**src/rtl/b_alu.sv**
```systemverilog
// Sequential sign-magnitude ALU core for the 8-bit calculator: chains operator
// keys left-to-right through an accumulator and registers result and error flag.
module b_alu (
  input  logic       i_sys_clock,
  input  logic       i_sys_reset,
  input  logic       i_b_alu_en,
  input  logic       i_b_alu_equal,
  input  logic [3:0] i_b_alu_op_keycode,
  input  logic [8:0] i_b_alu_operand,
  output logic [8:0] o_b_alu_result,
  output logic       o_b_alu_overflow_flag
);

  typedef enum logic [1:0] {
    ST_EMPTY,
    ST_PENDING,
    ST_DONE,
    ST_ERROR
  } state_t;

  typedef enum logic [3:0] {
    OP_ADD  = 4'd0,
    OP_SUB  = 4'd1,
    OP_MUL  = 4'd2,
    OP_DIV  = 4'd3,
    OP_NOT  = 4'd4,
    OP_AND  = 4'd5,
    OP_OR   = 4'd6,
    OP_XOR  = 4'd7,
    OP_SRL  = 4'd8,
    OP_SLL  = 4'd9,
    OP_SRA  = 4'd10,
    OP_SLA  = 4'd11
  } op_t;

  state_t     state;
  logic [3:0] pend_op;
  logic [8:0] acc;
  logic       prev_en;
  logic       prev_equal;

  logic       en_ev;
  logic       equal_ev;
  logic [8:0] operand_n;

  logic signed [19:0] a_int;
  logic signed [19:0] b_int;
  logic signed [19:0] wide;
  logic [8:0]         a_tc;
  logic [8:0]         b_tc;
  logic [8:0]         tc;
  logic [7:0]         amt;
  logic               b_neg;
  logic               use_tc;
  logic               f_err;
  logic [8:0]         f_val;

  function automatic logic signed [19:0] sm_to_int(input logic [8:0] sm);
    logic signed [19:0] mag;
    mag = signed'({12'd0, sm[7:0]});
    return sm[8] ? -mag : mag;
  endfunction

  // Sign is only set for a nonzero magnitude, so -0 is never produced.
  function automatic logic [8:0] int_to_sm(input logic signed [19:0] v);
    logic [19:0] mag;
    mag = (v < 0) ? 20'(-v) : 20'(v);
    return {(v < 0), mag[7:0]};
  endfunction

  assign en_ev     = i_b_alu_en & ~prev_en;
  assign equal_ev  = i_b_alu_equal & ~prev_equal;
  assign operand_n = (i_b_alu_operand[7:0] == '0) ? '0 : i_b_alu_operand;

  always_comb begin
    a_int  = sm_to_int(acc);
    b_int  = sm_to_int(i_b_alu_operand);
    a_tc   = a_int[8:0];
    b_tc   = b_int[8:0];
    amt    = i_b_alu_operand[7:0];
    b_neg  = i_b_alu_operand[8] && (amt != '0);
    wide   = '0;
    tc     = '0;
    use_tc = 1'b0;
    f_err  = 1'b0;
    case (pend_op)
      OP_ADD: wide = a_int + b_int;
      OP_SUB: wide = a_int - b_int;
      OP_MUL: wide = a_int * b_int;
      OP_DIV: begin
        if (b_int == 0) f_err = 1'b1;
        else            wide  = a_int / b_int;
      end
      OP_NOT: begin tc = ~a_tc;        use_tc = 1'b1; end
      OP_AND: begin tc = a_tc & b_tc;  use_tc = 1'b1; end
      OP_OR:  begin tc = a_tc | b_tc;  use_tc = 1'b1; end
      OP_XOR: begin tc = a_tc ^ b_tc;  use_tc = 1'b1; end
      OP_SRL: begin
        f_err  = b_neg;
        use_tc = 1'b1;
        tc     = (amt >= 8'd9) ? '0 : (a_tc >> amt);
      end
      OP_SLL: begin
        f_err  = b_neg;
        use_tc = 1'b1;
        tc     = (amt >= 8'd9) ? '0 : (a_tc << amt);
      end
      OP_SRA: begin
        f_err  = b_neg;
        use_tc = 1'b1;
        tc     = (amt >= 8'd9) ? {9{a_tc[8]}} : 9'($signed(a_tc) >>> amt);
      end
      OP_SLA: begin
        // Any nonzero value shifted by 8 or more exceeds the 8-bit magnitude.
        if (b_neg)                          f_err = 1'b1;
        else if (a_int == 0)                wide  = '0;
        else if (amt >= 8'd8)               f_err = 1'b1;
        else                                wide  = a_int <<< amt[2:0];
      end
      default: f_err = 1'b1;
    endcase
    if (use_tc) wide = {{11{tc[8]}}, tc};
    if (wide > 20'sd255 || wide < -20'sd255) f_err = 1'b1;
    f_val = int_to_sm(wide);
  end

  always_ff @(posedge i_sys_clock) begin
    prev_en    <= i_b_alu_en;
    prev_equal <= i_b_alu_equal;
    if (i_sys_reset) begin
      state                 <= ST_EMPTY;
      pend_op               <= '0;
      acc                   <= '0;
      o_b_alu_result        <= '0;
      o_b_alu_overflow_flag <= 1'b0;
    end else if (state != ST_ERROR) begin
      if (equal_ev) begin
        case (state)
          ST_EMPTY: begin
            o_b_alu_result <= operand_n;
            state          <= ST_DONE;
          end
          ST_PENDING: begin
            pend_op <= '0;
            if (f_err) begin
              o_b_alu_result        <= '0;
              o_b_alu_overflow_flag <= 1'b1;
              state                 <= ST_ERROR;
            end else begin
              o_b_alu_result <= f_val;
              acc            <= f_val;
              state          <= ST_DONE;
            end
          end
          default: ;
        endcase
      end else if (en_ev) begin
        if (state == ST_PENDING) begin
          if (f_err) begin
            o_b_alu_result        <= '0;
            o_b_alu_overflow_flag <= 1'b1;
            state                 <= ST_ERROR;
          end else begin
            acc            <= f_val;
            pend_op        <= i_b_alu_op_keycode;
            o_b_alu_result <= f_val;
          end
        end else begin
          acc            <= operand_n;
          pend_op        <= i_b_alu_op_keycode;
          o_b_alu_result <= operand_n;
          state          <= ST_PENDING;
        end
      end
    end
  end

endmodule

```
**config.mk**
```make
export PLATFORM = sky130hd
export DESIGN_NAME = b_alu
export DESIGN_NICKNAME = d
export VERILOG_FILES = /design/src/rtl/b_alu.sv
export SDC_FILE = /design/constraint.sdc
export NUM_CORES = 1
export LEC_CHECK = 0
export CORE_MARGIN = 2
export CORE_UTILIZATION = 30
export CTS_CLUSTER_SIZE = 28
export DETAILED_ROUTE_END_ITERATION = 6
export HOLD_SLACK_MARGIN = 0.03
export SLEW_MARGIN = 20
export SYNTH_ARGS = -nofsm -noshare
export SYNTH_HDL_FRONTEND = slang
export SYNTH_SLANG_ARGS = --single-unit
```
**constraint.sdc**
```tcl
create_clock -name i_sys_clock -period 59.3 [get_ports i_sys_clock]
set_input_delay 14.825 -clock i_sys_clock [delete_from_list [all_inputs] [get_ports i_sys_clock]]
set_output_delay 14.825 -clock i_sys_clock [all_outputs]
set_load 0.02 [all_outputs]
```
# Word-level counts from Yosys, hierarchy flattened
# Cells that the tools add are included.
# word_totals
regBits	27
inputBits	17
wordCells	111
# op_classes
n_addsub	5
n_mul	1
div	1
magnitude_cmp	5
eq_ne	17
shifts	4
n_mux	46
bitwise	8
n_reduce_logical	17
# ops
cell	count
$mux 20	7
$mux 9	13
$pmux 20 s5	1
$logic_not 32->1	2
$pmux 9 s7	1
$neg 8->20	2
$add 20x20->20	1
$div 20x20->20	1
$gt 20x9->1 const B	1
$lt 20x1->1 const B	1
$lt 20x9->1 const B	1
$mul 20x20->20	1
$mux 4	5
$sshl 20x3->20	1
$sub 20x20->20	1
$pmux 9 s2	1
$eq 4x3->1 const B	4
$eq 4x4->1 const B	4
$ge 8x4->1 const B	2
$reduce_or 7->1	2
$mux 1	11
$and 9x9->9	1
$not 9->9	1
$or 9x9->9	1
other kinds (29)	38

# Longest topological paths before layout
# Gate-level depths: netlist (run 1).
# logic_depth
depth_word	15
mapped_depth	218

# Worst setup path before layout (run 1)
# Ideal clock, no wire load.
# synth_path
path_kind	input-to-reg
from	in i_b_alu_operand[0]
to	reg acc[0]
setup_time_ns	0.153
t_arrival_ns	56.803
slack_ns	2.344
cell_stages	203
n_path_buf	25
cell_sequence	buf_2 > inv_1 > clkbuf_1 > clkbuf_1 > buf_1 > ha_1 > clkbuf_2 > nor4bb_1 > o31a_1 > nand3_1 > a21oi_4 > nand4_1 > nor2_1 > ha_1 > inv_1 > nand2_1 > nor3_1 > a21o_1 > [... 167 more ...] > ha_1 > o2111ai_1 > nor2_1 > a221oi_1 > and4b_1 > and3_1 > nand4_1 > nor4_4 > and3_1 > nor2_1 > or4_1 > buf_4 > o21bai_4 > a22oi_1 > and2_1 > buf_6 > o21ai_4 > a221oi_1
# synth_via
elab_chain_cells	13
# synth_lines
element	line	source
start, declared	9	input logic [8:0] i_b_alu_operand,
$neg 8->20, or another cell as far along	61	return sm[8] ? -mag : mag;
$mux 20, on equally long branches	61, 117	
$div 20x20->20, or another cell as far along	92	else wide = a_int / b_int;
$mux 20, on equally long branches	91, 115	
$pmux 20 s5	86	case (pend_op)
$mux 20	122	if (use_tc) wide = {{11{tc[8]}}, tc};
$gt 20x9->1 / $lt 20x9->1 (equally long branches)	123	if (wide > 20'sd255 || wide < -20'sd255) f_err = 1'b1;
$logic_or 1x1->1	123	
$mux 1	123	
$mux 9	145, 159	
$mux 9	158	if (state == ST_PENDING) begin
$mux 9	157	end else if (en_ev) begin
$mux 9 (*)	137	if (equal_ev) begin
end signal, assigned	151	acc <= f_val;
end signal, assigned	164	acc <= f_val;
end signal, assigned	169	acc <= operand_n;
end, declared	38	logic [8:0] acc;
# Every way passes the cells marked *; elsewhere a longest branch is shown, timed or not. The select of a mux whose other input is x is not followed.
# A chain may end at the register's enable or synchronous reset.

# Worst setup path after layout (run 1)
# layout_path
from	in i_b_alu_operand[1]
to	reg o_b_alu_result[4]
# layout_via
elab_chain_cells	13
# layout_lines
element	line	source
$neg 8->20, or another cell as far along	61	
$mux 20, on equally long branches	61, 117	
$div 20x20->20, or another cell as far along	92	
$mux 20, on equally long branches	91, 115	
$pmux 20 s5	86	
$mux 20	122	
$gt 20x9->1 / $lt 20x9->1 (equally long branches)	123	
$logic_or 1x1->1	123	
$mux 1	123	
$mux 9	145, 159	
$mux 9	158	
$mux 9	157	
$mux 9 (*)	137	
end signal, assigned	140	o_b_alu_result <= operand_n;
end signal, assigned	150	o_b_alu_result <= f_val;
end signal, assigned	166	o_b_alu_result <= f_val;
end, declared	10	output logic [8:0] o_b_alu_result,
# Marked as above.

==> out/summary.txt, run 1 <==
Largest family of logic cells by synthesized area - adder cells
Fmax - 17.6 MHz
Worst-Margin Slew - 1.06 ns
Nets - 3718
CTS clk-pin slew, worst paths - 0.08 ns
Final cell count without fillers - 4263
Post-DP HPWL - 71300 um
Synth warn - 0
Post-synthesis sequential area ratio - 2.31%
Final setup violation count - 0
DR iter-0 viols - 2586
Synth-to-layout area growth - 10.2%
Origin of the critical flop-to-flop path - acc[0]
Die area - 80100 um2
XOR/XNOR Fraction of Synth Area - 7.79%
Syn Inst Count - 3189
Final ANT Viol Nets - 0
Outcome - finished clean
Core area - 77200 um2
Min Tclk post-route - 56.74 ns
Critical path's most frequent cell - ha_1
Routed WL per cell - 21.0 um
Largest net degree at the start of global routing - 43
Yosys top cell area share - 18.2%
I/O Pins - 27
Clock root buffer - clkbuf_16
CP top delay family - compound AO/OA/AOI/OAI gates
EDFF count, synth - 0
Global-route wire length before repair - 138000 um
Commonest non-fill, non-tap cell in the layout - ha_1
TritonCTS Buffers - 3
Max-cap viol count - 0
Slew headroom - 28.1%
PortBufs - 26
Skew final - 0.00510 ns
Async SR Flop Fraction - 0%
Dpl cells - 4247
Post-synthesis cell area - 23400 um2
Initial antenna violation count - 2
Critical path fanouts, max - 27
#FFs+latches synth - 27
Most frequent cells in the layout - ha_1 (338), nor2_1 (330), nand2_1 (273), inv_1 (266), a21oi_1 (205)
Critical Path End Type - register
Hold Path Origin - o_b_alu_result[3]
Worst stage delay on the critical path - 0.53 ns
H-tree depth - 1
Worst Setup Path Type - input port to register
CTS tree - built
Ant diodes - 0
Synth Area in Simple Gates - 22.0%
Die X - 283 um
Gr usage total - 21.5%
Max-slew violation count - 0
Layout filler cell count - 8193
Final Hold Fails - 0
Critical Path RT - 59.50 ns
Die H - 283 um
Gpl congestion - 0.985
CTS max path bufs - 2
Avg Cell Area, Syn - 7.32 um2
Routed WL - 89500 um
Worst skew pair latency - 0.28 ns
Residual overflow from global routing - 0
Vias in the first global route - 23200
Adder-Cell Fraction of Synth Area - 30.0%
Share of layout cells above drive strength 1 - 9.80%
Worst setup path startpoint - i_b_alu_operand[1]
Top post-synthesis cells by area - ha_1 (18%), fa_1 (12%), xnor2_1 (5.6%), nor2_1 (5.3%), a21oi_1 (4.5%)
CP bufs+invs - 17
CTS sink count - 27
Initial Utilization - 30.2%
Drt first pass iters - 6
Via count - 24300
Synth unique cells - 118
Drt drc - 0
Hold slack - 0.493 ns
CP Launch Type - input port
Final setup TNS - 0 ns
Final period util - 95.7%
Row cnt - 102
RSZ-0062 raised after global routing - true
Post-synthesis compound-gate area fraction - 26.5%
Drt via density - 5.70
CP max stage cell - or4_1
Area leader, netlist - ha_1
Top_reg_cell synth - dfxtp_1
Mux contribution to synthesized area - 4.36%
Critical Path AT - 56.94 ns
Worst min path class - register to register
synth_stat cells, types with 16 or more instances:
cell type	count
ha_1	339
nor2_1	331
nand2_1	273
inv_1	267
a21oi_1	210
xnor2_1	149
o21ai_0	141
fa_1	138
nor3_1	123
clkbuf_1	103
o21a_1	88
nand3_1	72
a21o_1	70
xor2_1	56
a211oi_1	52
mux2_2	48
a31oi_1	40
nand2b_1	40
nand4_1	35
and3_1	34
nor2b_1	34
o211ai_1	31
dfxtp_1	27
mux2i_1	27
buf_2	24
or3_1	23
o2111ai_1	22
and2_1	19
o31ai_1	19
or2_2	19
a221oi_1	18
a211o_1	16
repair_timing:
| item | CTS | global route |
|---|---|---|
| resized for setup | 0 | 44 |
| buffers inserted | 0 | 12 |
| setup endpoints to repair | 0 | 25 |
| hold buffers | 0 | 0 |
sequential cells by signal, indices dropped and copies added, names as in the netlist:
register / cells
acc: 9
o_b_alu_result: 9
pend_op: 4
state: 2
o_b_alu_overflow_flag: 1
prev_en: 1
prev_equal: 1
logic make-up (layout without fill, tap and decap cells):
group           Yosys count  after routing
flops                    27             27
xor+xnor                206            206
buf+inv                 426            436
other cells               2             26
compound gates          895            895
fa+ha+maj               477            477
simple gates           1071           1071
mux                      85             85
final timing paths:
kind	endpoint	slack (ns)	cells after the start
max	o_b_alu_result[4]	2.56	188
min	o_b_alu_result[3]	0.49	2
max reg2reg	o_b_alu_result[4]	16.92	181
min reg2reg	o_b_alu_result[3]	0.49	2
tightest hold or removal path, delay by kind of cell (launching register included):
family | cells | cell delay (ns)
flip-flops | 1 | 0.32
AND/OR/NAND/NOR | 2 | 0.13
cell type report:
type	instances	area [um2]	share of cell area, %
clock buffers	3	75.1	0.292
clock inverters	1	8.76	0.0340
inverters	280	1050	4.10
multi-input cells	2760	21500	83.7
flip-flops and latches	27	541	2.10
well taps	1040	1300	5.05
repair buffers	152	1230	4.76
routing by layer:
metal  share of wire, %  GRT usage, %  up-vias
li1                   -             -    11500
met1                 43          29.1    11500
met2                 44          34.2     1023
met3                8.0          3.30      192
met4                4.5          8.66        4
met5              0.036             0        -
stage by stage:
| stage | setup slack, ns | area [um2] | utilization, % |
|---|---|---|---|
| 2_1_floorplan | 2.34 | 23400 | - |
| 3_3_place_gp | 1.80 | 25400 | 32.9 |
| 4_1_cts | 0.867 | 25500 | 33.0 |
| 5_1_grt | -0.109 | 25700 | 33.3 |
| 3_5_place_dp | 0.723 | 25400 | 32.9 |
| 6_report | 2.56 | 25700 | 33.3 |
Power of run 1 is left out: the tool's default activity adds up to more than one toggle a clock period on the data nets, which glitch-free logic cannot reach.
==> run 2, diff against run 1 <==
==> constraint.sdc (replaced) <==
create_clock -name i_sys_clock -period 58.8 [get_ports i_sys_clock]
set_input_delay 14.7 -clock i_sys_clock [delete_from_list [all_inputs] [get_ports i_sys_clock]]
set_output_delay 14.7 -clock i_sys_clock [all_outputs]
set_load 0.02 [all_outputs]
==> out/summary.txt, run 2 (synthesis results as in run 1) <==
Share of layout cells above drive strength 1 - 10.1% (was 9.80%)
Critical Path End Type - register (unchanged)
Vias in the first global route - 23100 (was 23200)
WL met1 - 39000 um (was 38900 um)
Synth-to-layout area growth - 10.5% (was 10.2%)
Max layer used - met4 (was met5)
Worst stage delay on the critical path - 0.55 ns (was 0.53 ns)
TritonCTS Buffers - 3 (unchanged)
Drt drc - 0 (unchanged)
Max-cap viol count - 0 (unchanged)
Skew final - 0.00448 ns (was 0.00510 ns)
CTS sink count - 27 (unchanged)
Die area - 80100 um2 (unchanged)
Worst-Margin Slew - 1.10 ns (was 1.06 ns)
Fmax - 17.8 MHz
Min Tclk post-route - 56.08 ns
Gr usage total - 21.4% (was 21.5%)
Critical Path AT - 56.26 ns (was 56.94 ns)
Clock root buffer - clkbuf_16 (unchanged)
Critical path's most frequent cell - ha_1 (unchanged)
Row cnt - 102 (unchanged)
Outcome - finished clean (unchanged)
Met3 wire length - 6830 um (was 7170 um)
DR iter-0 viols - 2725 (was 2586)
Largest regs - acc: 9 flops, o_b_alu_result: 9 flops, pend_op: 4 flops (unchanged)
Final period util - 95.4%
PortBufs - 26 (unchanged)
CP max stage cell - clkdlybuf4s50_1 (was or4_1)
Gpl congestion - 1.00 (was 0.985)
Critical path fanouts, max - 39 (was 27)
Nets - 3729 (was 3718)
Max-slew violation count - 0 (unchanged)
Worst min path class - register to register (unchanged)
Die X - 283 um (unchanged)
Most frequent cells in the layout - ha_1 (338), nor2_1 (330), nand2_1 (273), inv_1 (266), a21oi_1 (203) (was ha_1 (338), nor2_1 (330), nand2_1 (273), inv_1 (266), a21oi_1 (205))
Commonest non-fill, non-tap cell in the layout - ha_1 (unchanged)
Worst skew pair latency - 0.27 ns (was 0.28 ns)
CTS clk-pin slew, worst paths - 0.08 ns (about the same)
Routed WL - 89600 um (was 89500 um)
CTS max path bufs - 2 (unchanged)
Worst Setup Path Type - input port to register (unchanged)
Met2 WL - 39700 um (was 39400 um)
Via count - 24600 (was 24300)
Drt first pass iters - 6 (unchanged)
Hold slack - 0.496 ns (was 0.493 ns)
Critical Path RT - 58.97 ns (was 59.50 ns)
Largest net degree at the start of global routing - 42 (was 43)
CTS tree - built (unchanged)
Initial antenna violation count - 1 (was 2)
Post-DP HPWL - 71500 um (was 71300 um)
Slew headroom - 26.3% (was 28.1%)
Core area - 77200 um2 (unchanged)
Drt via density - 5.76 (was 5.70)
Final setup violation count - 0 (unchanged)
Final ANT Viol Nets - 0 (unchanged)
H-tree depth - 1 (unchanged)
I/O Pins - 27 (unchanged)
Global-route wire length before repair - 136000 um (was 138000 um)
Die H - 283 um (unchanged)
Routed WL per cell - 21.0 um (about the same)
Residual overflow from global routing - 0 (unchanged)
CP Launch Type - input port (unchanged)
Initial Utilization - 30.2% (unchanged)
Final Hold Fails - 0 (unchanged)
Hold_buf cts - 0 (unchanged)
run 2: cell count changes in the layout (fill, tap and decap cells not counted), sizes merged:
cell,delta
clkinvlp,-1
clkinv,+1
buf,+11
dlymetal6s2s,-2
diode,+1
clkdlybuf4s50,+2
run 2: metal layers:
layer	vias to the layer above	track usage (%)
met1	11700	29.1
met3	220	2.06
li1	11600	-
met4	0	8.51
met5	-	0
met2	1116	34.5
run 2: metrics by stage:
stage	TNS [ns]	util (%)	cell area, um2	instances	setup slack [ns]
floorplan	0	-	23400	3213	1.97
global placement	0	32.9	25400	4256	1.56
detailed placement	0	32.9	25400	4256	0.965
CTS	0	33.0	25500	4260	0.988
global route	-1.04	33.4	25800	4275	-0.133
finish	0	33.4	25800	4275	2.72
run 2: cell type report:
cell class              instances  area [um2]
inverters                     280        1050
fillers                      8289       51400
clock inverters                 1        8.76
clock buffers                   3        75.1
multi-input cells            2760       21500
diodes                          1        2.50
well taps                    1040        1300
repair buffers                163        1300
flip-flops and latches         27         541
run 2: critical path, delay by kind of cell:
family	cells	cell delay (ns)
fa+ha+maj	20	6.21
compound gates	97	19.56
simple gates	45	9.34
buf+inv	19	3.78
mux	7	2.25
xor+xnor	2	0.27
run 2: worst paths after layout:
path	start	end	slack, ns	cells past startpoint
setup / recovery	i_b_alu_operand[2]	acc[1]	2.72	190
hold / removal	o_b_alu_result[2]	o_b_alu_result[2]	0.50	2
setup reg to reg	acc[0]	acc[1]	16.96	184
hold reg to reg	o_b_alu_result[2]	o_b_alu_result[2]	0.50	2
run 2: timing repair:
action / 4_1_cts / 5_1_grt
hold endpoints to repair: 0 / 0
buffers inserted: 0 / 14
setup endpoints to repair: 0 / 25
resized for setup: 0 / 45
Power of run 2 is left out for the same reason.
